==> config.mk <==
export PLATFORM = sky130hd
export DESIGN_NAME = wb_ctrl
export DESIGN_NICKNAME = d
export VERILOG_FILES = /design/src/rtl/wb_ctrl_pkg.sv /design/src/rtl/wb_ctrl_sync_fifo.sv /design/src/rtl/wb_ctrl.sv
export SDC_FILE = /design/constraint.sdc
export NUM_CORES = 1
export LEC_CHECK = 0
export BUFFER_PORTS_ARGS = -buffer_cell sky130_fd_sc_hd__buf_4
export CAP_MARGIN = 20
export CORE_MARGIN = 2
export CORE_UTILIZATION = 52
export CTS_BUF_LIST = sky130_fd_sc_hd__clkbuf_4 sky130_fd_sc_hd__clkbuf_8
export DETAILED_ROUTE_END_ITERATION = 8
export GPL_ROUTABILITY_DRIVEN = 0
export GPL_TIMING_DRIVEN = 0
export MAX_ROUTING_LAYER = met4
export PLACE_DENSITY = 0.84
export SETUP_SLACK_MARGIN = 0.4
export SLEW_MARGIN = 20
export SYNTH_ARGS = -nofsm -noshare
export SYNTH_HDL_FRONTEND = slang
export SYNTH_SLANG_ARGS = --single-unit
==> constraint.sdc <==
create_clock -name clk_i -period 2.4 [get_ports clk_i]
set_input_delay 0.12 -clock clk_i [delete_from_list [all_inputs] [get_ports clk_i]]
set_output_delay 0.12 -clock clk_i [all_outputs]
set_load 0.02 [all_outputs]
==> src/rtl/wb_ctrl_pkg.sv <==
// Shared constants and the write-source tag for the write-back controller.
package wb_ctrl_pkg;

    localparam int XLEN      = 32;
    localparam int REG_IDX_W = 5;

    // Which result path produced the registered regfile write.
    typedef enum logic {
        SRC_ALU = 1'b0,
        SRC_LD  = 1'b1
    } src_e;

endpackage

==> src/rtl/wb_ctrl_sync_fifo.sv <==
// Small synchronous FIFO. Its pointers carry one extra wrap bit, which keeps
// full and empty distinguishable. A push into a full FIFO is ignored.
module sync_fifo #(
    parameter int WIDTH = 37,
    parameter int DEPTH = 4
) (
    input  logic             clk_i,
    input  logic             reset_i,
    input  logic             push_i,
    input  logic             pop_i,
    input  logic [WIDTH-1:0] wdata_i,
    output logic [WIDTH-1:0] rdata_o,
    output logic             full_o,
    output logic             empty_o
);

    localparam int AW = $clog2(DEPTH);

    logic [AW:0]      wr_ptr_q, wr_ptr_d;
    logic [AW:0]      rd_ptr_q, rd_ptr_d;
    logic [WIDTH-1:0] mem_q [DEPTH];
    logic             do_push;
    logic             do_pop;

    assign full_o  = (wr_ptr_q[AW] != rd_ptr_q[AW]) &&
                     (wr_ptr_q[AW-1:0] == rd_ptr_q[AW-1:0]);
    assign empty_o = (wr_ptr_q == rd_ptr_q);
    assign rdata_o = mem_q[rd_ptr_q[AW-1:0]];
    assign do_push = push_i && !full_o;
    assign do_pop  = pop_i && !empty_o;

    // Advance the pointers on accepted push and pop.
    always_comb begin
        wr_ptr_d = wr_ptr_q;
        rd_ptr_d = rd_ptr_q;
        if (do_push) wr_ptr_d = wr_ptr_q + 1'b1;
        if (do_pop)  rd_ptr_d = rd_ptr_q + 1'b1;
    end

    // Pointer registers.
    always_ff @(posedge clk_i or posedge reset_i) begin
        if (reset_i) begin
            wr_ptr_q <= '0;
            rd_ptr_q <= '0;
        end else begin
            wr_ptr_q <= wr_ptr_d;
            rd_ptr_q <= rd_ptr_d;
        end
    end

    // The storage array has no reset. Empty pointers make stale contents unreachable.
    always_ff @(posedge clk_i) begin
        if (do_push) mem_q[wr_ptr_q[AW-1:0]] <= wdata_i;
    end

endmodule

==> src/rtl/wb_ctrl.sv <==
// Write-back controller: arbitrates ALU and buffered load results onto the
// single regfile write port and keeps a pending-load busy scoreboard.
module wb_ctrl #(
    parameter int XLEN         = wb_ctrl_pkg::XLEN,
    parameter int LD_DEPTH     = 4,
    parameter int STARVE_LIMIT = 3
) (
    input  logic            clk_i,
    input  logic            reset_i,
    input  logic            issue_valid_i,
    input  logic [4:0]      issue_rd_i,
    input  logic            alu_valid_i,
    output logic            alu_ready_o,
    input  logic [4:0]      alu_rd_i,
    input  logic [XLEN-1:0] alu_data_i,
    input  logic            ld_valid_i,
    output logic            ld_ready_o,
    input  logic [4:0]      ld_rd_i,
    input  logic [XLEN-1:0] ld_data_i,
    input  logic [4:0]      rs1_idx_i,
    input  logic [4:0]      rs2_idx_i,
    input  logic [4:0]      dec_rd_i,
    output logic            stall_o,
    output logic            wen_o,
    output logic [4:0]      rd_idx_o,
    output logic [XLEN-1:0] rd_data_o,
    output logic [31:0]     busy_o
);

    import wb_ctrl_pkg::*;

    localparam int FW = REG_IDX_W + XLEN;
    localparam int SW = $clog2(STARVE_LIMIT + 1);

    logic                 fifo_full, fifo_empty, fifo_push, fifo_pop;
    logic [FW-1:0]        fifo_head;
    logic [REG_IDX_W-1:0] head_rd;
    logic [XLEN-1:0]      head_data;
    logic                 force_ld, alu_grant;

    logic [SW-1:0]        starve_q, starve_d;
    logic                 wen_q, wen_d;
    logic [REG_IDX_W-1:0] rd_idx_q, rd_idx_d;
    logic [XLEN-1:0]      rd_data_q, rd_data_d;
    src_e                 src_q, src_d;
    logic [31:0]          busy_q, busy_d;

    sync_fifo #(.WIDTH(FW), .DEPTH(LD_DEPTH)) u_ld_fifo (
        .clk_i   (clk_i),
        .reset_i (reset_i),
        .push_i  (fifo_push),
        .pop_i   (fifo_pop),
        .wdata_i ({ld_rd_i, ld_data_i}),
        .rdata_o (fifo_head),
        .full_o  (fifo_full),
        .empty_o (fifo_empty)
    );

    assign head_rd   = fifo_head[FW-1:XLEN];
    assign head_data = fifo_head[XLEN-1:0];

    // Arbitration: ALU wins unless queued loads have waited STARVE_LIMIT grants.
    always_comb begin
        force_ld  = !fifo_empty && (starve_q == SW'(STARVE_LIMIT));
        alu_grant = alu_valid_i && !force_ld;
        fifo_pop  = !alu_grant && !fifo_empty;
        fifo_push = ld_valid_i && !fifo_full;
    end

    assign alu_ready_o = !force_ld;
    assign ld_ready_o  = !fifo_full;

    // Starvation counter: count ALU grants while loads wait, saturating.
    always_comb begin
        starve_d = starve_q;
        if (fifo_pop || fifo_empty)
            starve_d = '0;
        else if (alu_grant && (starve_q != SW'(STARVE_LIMIT)))
            starve_d = starve_q + SW'(1);
    end

    // Next regfile write. An x0 result is consumed but leaves index and data untouched.
    always_comb begin
        wen_d     = 1'b0;
        rd_idx_d  = rd_idx_q;
        rd_data_d = rd_data_q;
        src_d     = src_q;
        if (alu_grant) begin
            src_d = SRC_ALU;
            if (alu_rd_i != '0) begin
                wen_d     = 1'b1;
                rd_idx_d  = alu_rd_i;
                rd_data_d = alu_data_i;
            end
        end else if (fifo_pop) begin
            src_d = SRC_LD;
            if (head_rd != '0) begin
                wen_d     = 1'b1;
                rd_idx_d  = head_rd;
                rd_data_d = head_data;
            end
        end
    end

    // Scoreboard. A busy bit clears on the edge where the regfile captures the load,
    // and a set on the same edge overrides the clear.
    always_comb begin
        busy_d = busy_q;
        if (wen_q && (src_q == SRC_LD)) busy_d[rd_idx_q] = 1'b0;
        if (issue_valid_i && (issue_rd_i != '0)) busy_d[issue_rd_i] = 1'b1;
        busy_d[0] = 1'b0;
    end

    assign stall_o = busy_q[rs1_idx_i] | busy_q[rs2_idx_i] | busy_q[dec_rd_i];

    // State and output registers.
    always_ff @(posedge clk_i or posedge reset_i) begin
        if (reset_i) begin
            starve_q  <= '0;
            wen_q     <= 1'b0;
            rd_idx_q  <= '0;
            rd_data_q <= '0;
            src_q     <= SRC_ALU;
            busy_q    <= '0;
        end else begin
            starve_q  <= starve_d;
            wen_q     <= wen_d;
            rd_idx_q  <= rd_idx_d;
            rd_data_q <= rd_data_d;
            src_q     <= src_d;
            busy_q    <= busy_d;
        end
    end

    assign wen_o     = wen_q;
    assign rd_idx_o  = rd_idx_q;
    assign rd_data_o = rd_data_q;
    assign busy_o    = busy_q;

endmodule

## Word level (Yosys, flattened, before mapping)

Memories as Yosys holds them, arrays and structs flattened.
Index checks and enable logic that the tools add are counted.
W data, S select, Z words.

| word-level totals | value |
|---|---|
| memories | 1 |
| output and inout port bits | 73 |
| bits in writable memories | 148 |
| register bits | 78 |

Memories:

| name | depth | bits a word | rd ports | clocked after Yosys merged registers in | wr ports | line | RTL |
|---|---|---|---|---|---|---|---|
| u_ld_fifo.mem_q | 4 | 37 | 1 | 0 | 1 | wb_ctrl_sync_fifo.sv:21 | `logic [WIDTH-1:0] mem_q [DEPTH];` |

| cells by class | value |
|---|---|
| add/subtract/negate cells | 3 |
| order comparisons | 7 |
| reduce and logical (&&, ||, !) cells | 24 |
| equal/unequal tests | 6 |
| mux-type cells | 30 |
| bitwise operators | 5 |

Operator list:

| operator | number |
|---|---|
| $mux W32 | 6 |
| $and A32 B32 Y32 | 1 |
| $not A32 Y32 | 1 |
| $or A32 B32 Y32 | 1 |
| $lt A5 B6 Y1 const B | 5 |
| $mux W5 | 4 |
| $bmux W1 S5 | 3 |
| $reduce_bool A5 Y1 | 3 |
| $mux W1 | 13 |
| $logic_and A1 B1 Y1 | 12 |
| $demux W1 S5 | 2 |
| $ge A5 B1 Y1 const B | 2 |
| $add A3 B1 Y3 const B | 2 |
| $reduce_bool A2 Y1 | 3 |
| $logic_not A1 Y1 | 4 |
| $mux W2 | 2 |
| $eq A3 B3 Y1 | 1 |
| $reduce_and A3 Y1 | 1 |
| $add A2 B1 Y2 const B | 1 |
| $eq A2 B2 Y1 | 1 |
| $eq A2 B2 Y1 const B | 1 |
| $ne A2 B1 Y1 const B | 1 |
| $ne A2 B2 Y1 const B | 1 |
| $or A1 B1 Y1 | 2 |
| 2 further kinds | 2 |

## Logic depth before layout (Yosys ltp)

| logic depth | value |
|---|---|
| depth after elaboration | 9 |
| depth in mapped cells | 8 |
| mapped depth without buffers | 6 |

## Hierarchy

Synthesis repeated with hierarchy kept, for this count alone.

| second synthesis, totals | value |
|---|---|
| cells, all modules | 672 |
| area total of the unflattened synthesis | 9895.7 um2 |

Modules (own cells, without submodules):

| module | cells each | times used | area each (um2) |
|---|---|---|---|
| sync_fifo | 244 | 1 | 5856.9 |
| wb_ctrl | 428 | 1 | 4038.9 |

## Least setup slack after synthesis

OpenSTA, ideal clock, no wires.

| timing | value |
|---|---|
| path kind | register to register |
| start point | reg u_ld_fifo.rd_ptr_q[0] |
| end point | mem u_ld_fifo.mem_q[3][0], enable pin |
| slack | -0.205 ns |
| data arrival time | 2.206 ns |
| stages on the path, launching flop included | 6 |
| path buffers | 1 |
| setup time | 0.399 ns |
| clock period less this slack | 2.605 ns |
| cells stage by stage | dfrtp_1 -> buf_6 -> xor2_1 -> nor2_1 -> a21boi_1 -> and2_1 |

| between the ends | value |
|---|---|
| word-level cells in the longest chain between the ends | 7 |

RTL lines:

| what | line | RTL |
|---|---|---|
| from (decl) | wb_ctrl_sync_fifo.sv:20 | `logic [AW:0] rd_ptr_q, rd_ptr_d;` |
| from (signal assigned) | wb_ctrl_sync_fifo.sv:47 | `rd_ptr_q <= rd_ptr_d;` |
| $eq A2 B2 Y1 * | wb_ctrl_sync_fifo.sv:26 | `(wr_ptr_q[AW-1:0] == rd_ptr_q[AW-1:0]);` |
| $logic_and A1 B1 Y1 * | wb_ctrl_sync_fifo.sv:25 | `assign full_o = (wr_ptr_q[AW] != rd_ptr_q[AW]) &&` |
| $logic_not A1 Y1 * | wb_ctrl_sync_fifo.sv:29, wb_ctrl.sv:67 |  |
| $logic_and A1 B1 Y1 | wb_ctrl.sv:67 | `fifo_push = ld_valid_i && !fifo_full;` |
| $logic_and A1 B1 Y1 * | wb_ctrl_sync_fifo.sv:29 | `assign do_push = push_i && !full_o;` |
| $mux W1 * | wb_ctrl_sync_fifo.sv:53 | `if (do_push) mem_q[wr_ptr_q[AW-1:0]] <= wdata_i;` |
| $mux W1 (implied by the code) * | wb_ctrl_sync_fifo.sv:53 |  |
| to (decl) | wb_ctrl_sync_fifo.sv:21 |  |

Mark *: on every way between the ends. The rest lies on a longest branch, timed or not.

## Final worst setup path

| timing | value |
|---|---|
| start point | reg u_ld_fifo.rd_ptr_q[0] |
| end point | reg rd_data_q[31], in the netlist rd_data_o[31] |

| between the ends | value |
|---|---|
| word-level cells in the longest chain between the ends | 9 |
| elaborated cells on any way between the ends | 16 |

RTL lines:

| what | line | RTL |
|---|---|---|
| $eq A3 B3 Y1 | wb_ctrl_sync_fifo.sv:27 | `assign empty_o = (wr_ptr_q == rd_ptr_q);` |
| $logic_not A1 Y1 | wb_ctrl.sv:64, wb_ctrl.sv:66 |  |
| $logic_and A1 B1 Y1 | wb_ctrl.sv:64 | `force_ld = !fifo_empty && (starve_q == SW'(STARVE_LIMIT));` |
| $logic_not A1 Y1 | wb_ctrl.sv:65 | `alu_grant = alu_valid_i && !force_ld;` |
| $logic_and A1 B1 Y1 | wb_ctrl.sv:65 |  |
| $logic_not A1 Y1 | wb_ctrl.sv:66 | `fifo_pop = !alu_grant && !fifo_empty;` |
| $logic_and A1 B1 Y1 | wb_ctrl.sv:66 |  |
| $reduce_bool A2 Y1 (no source line) | n/a |  |
| $reduce_and A3 Y1 (no source line) | n/a |  |
| to (signal assigned) | wb_ctrl.sv:129 | `rd_data_q <= rd_data_d;` |
| to (decl) | wb_ctrl.sv:44 | `logic [XLEN-1:0] rd_data_q, rd_data_d;` |

Parallel ways exist; a longest one is shown, timed or not. The select of a mux whose other input is x is not followed.
A chain may end at the register's enable or synchronous reset.

==> metrics.txt <==
fmax 420 MHz; initial core utilization 52.9%; final worst path period share 99.2%; FF-to-FF path depth 9; Pleak 5.50 nW; reg2reg start u_ld_fifo.rd_ptr_q[0]; first-pass GRT wire length 42,000 um; max_cap viols 0; clk sinks 226; Post-layout nets 1,020; Setup TNS 0 ps; DR iter-0 viols 615; Longest Clk Path Bufs 3; crit-path max FO 7; outcome completed; Synth area leaders edfxtp_1 45%, dfrtp_1 20%, mux4_2 13%; Final Power 18.0 mW; Worst Tran Pin Value 627 ps; Die ar. 20,200 um^2; share of layout cells above drive strength 1 49.9%; clock-pin slew on the worst setup and hold paths 70 ps; io pins 172; Num CTS Buffers 36; Avg Cell Area, Syn 17.3 um^2; multi-input logic area 3560 um^2; arrival time at the worst endpoint 2760 ps; # rows 50; Pre-antenna DRT Iters 5; Slew HR 58.2%; Non-Filler Instances 1,177; register area share after synthesis 64.6%; DR WL met3 2140 um; Post-synth top cells 148 x edfxtp_1, 78 x dfrtp_1, 64 x o21ai_0; Max IR drop VDD 0.000902 V; Placed Cells 972; max-slew violations 0; critical path type reg -> reg; Setup-failing EPs final 0; Setup crit end kind flop; Filler Cell Count 1,016; Skew-Pair Late Insertion Delay 500 ps; Synth top area share 44.9%; routed length on met1 10,500 um; Startpoint Class flop; Post-synth ARST share 34.5%; via/cell ratio 5.94; root buf cell clkbuf_8; RSZ-0062 raised after global routing yes; Final min period 2380 ps; post-route ant nets 0; via count 6,996; WL/cell 24.4 um; DIE WIDTH 142 um; vias in the first global route 7,361; Synth Flop Type edfxtp_1; Pwr Density 1280 nW/um^2; Cells after Synth 573; pin count of the biggest net entering global routing 31; Final Cell Area 14,100 um^2; Ys Warns 0; placed inst area 11,500 um^2; post-synthesis instance area 9900 um^2; Crit path required time 2780 ps; worst hold path class in -> async; final hold vios 0; Synth cell types 49; initial antenna violation count 1; Die Span Y 142 um; fin util 75.2%; routed wl met2 15,300 um; routed wire length 28,700 um; # DRC 0; Core Box Area 18,700 um^2; gr ovfl total 0; Worst R2R End rd_data_o[31]; R2R Setup Slk 20 ps; Post-synth EDFFs 148; port bufs 162; count leader, synth edfxtp_1; CTS tree built; Layout area overhead 42.0%; dominant cell type by area after synthesis edfxtp_1; storage element area 6410 um^2; H-Tree Depth 2; highest metal used met4; hpwl dp 15,400 um; Clock Skew 22.6 ps; gr usage total 28.7%; Seq cells post-synth 226; synthesized net count 678
logic make-up after synthesis:
family          after synthesis  synth area share [%]
simple gates                 68                  3.84
other cells                   1                0.0379
mux                         144                  23.2
xor+xnor                      8                 0.708
fa+ha+maj                     6                 0.758
flops                       226                  64.6
compound gates               83                  4.80
buf+inv                      37                  2.06
cell type report:
type                            count  share of cell area [%]
Antenna cell                        1                  0.0178
Buffer                             28                    1.57
Clock buffer                       50                    4.40
Clock inverter                     15                   0.738
Inverter                            9                   0.267
Multi-Input combinational cell    314                    25.3
Sequential cell                   226                    45.6
Tap cell                          234                    2.08
Timing Repair Buffer              300                    20.1
layout by cell type (no fill, tap or decap), types with 3 or more instances in the layout:
cell           Yosys  layout
buf_4              2     189
edfxtp_1         148     148
dlygate4sd3_1      0      80
dfrtp_1           78      69
o21ai_0           64      63
mux4_2            56      56
mux2_4            16      45
clkbuf_8           0      39
mux2_2            50      32
buf_12             0      21
buf_6              5      15
nand2_1           18      15
clkbuf_4           0      12
nor2_1            12      11
nand3b_1          11      11
mux2i_1           11      10
dfrtp_2            0       9
clkbuf_1          11       8
and2_4             0       8
inv_1              9       7
ha_1               6       6
clkinv_1           0       6
buf_2              7       4
nand3_1            4       4
or3b_2             4       4
clkinvlp_4         0       4
clkinv_2           0       4
buf_16             0       4
clkbuf_2           0       3
xnor2_1            3       3
or3_1              3       3
a31oi_1            3       3
nand2_2            0       3
critical path, cell delays in order (launching register included):
cell	delay, ps
dfrtp_2	450
buf_12	160
mux4_2	550
nor2_1	120
nand2_1	70
a21oi_2	180
buf_6	160
buf_12	110
buf_12	130
mux2_4	310
how the worst max path moves through the flow:
| stage | from | endpoint | slack (ps) | cells after the start |
|---|---|---|---|---|
| 2_1_floorplan | u_ld_fifo.rd_ptr_q[0] | rd_idx_o[0] | 240 | 8 |
| 4_1_cts | busy_o[18] | stall_o | 50 | 6 |
| 6_report | u_ld_fifo.rd_ptr_q[0] | rd_data_o[31] | 20 | 9 |
| 3_5_place_dp | u_ld_fifo.rd_ptr_q[0] | rd_data_o[0] | -80 | 8 |
| 3_3_place_gp | u_ld_fifo.rd_ptr_q[0] | rd_idx_o[3] | 30 | 8 |
| 5_1_grt | u_ld_fifo.rd_ptr_q[0] | rd_data_o[17] | -50 | 9 |
power breakdown:
group	switching, mW	internal, mW	total [mW]	leakage, nW
clock	1.55	1.79	3.35	0.375
combinational	3.93	4.48	8.41	2.90
sequential	0.830	5.45	6.28	2.22
total	6.31	11.7	18.0	5.50
sequential cells by signal, summed over array words and instances (netlist names):
| register | cells |
|---|---|
| busy_o | 31 |
| rd_data_o | 32 |
| rd_idx_o | 5 |
| src_q | 1 |
| starve_q | 2 |
| u_ld_fifo.mem_q | 148 |
| u_ld_fifo.rd_ptr_q | 3 |
| u_ld_fifo.wr_ptr_q | 3 |
| wen_o | 1 |
repair_timing:
action,in CTS,in global routing
hold buffers,80,0
pin swaps,9,6
hold endpoints to repair,251,0
cloned,7,2
endpoints found under the setup margin,190,138
setup buffers,35,15
gates resized for setup,54,36
stage by stage:
stage	hold WS, ps	worst slack (ps)
final	55.6	20.2
after global routing	53.9	-50.5
after CTS	42.8	47.3
after detailed placement	11.9	-76.0
after global placement	320	25.6
after floorplan	219	241
routing by layer:
layer,vias to the layer above,GRT usage [%]
met5,-,-
met4,0,9.16
met3,73,4.44
met2,431,51.4
met1,3530,33.5
li1,2962,-
(Power assumes the default switching activity.)
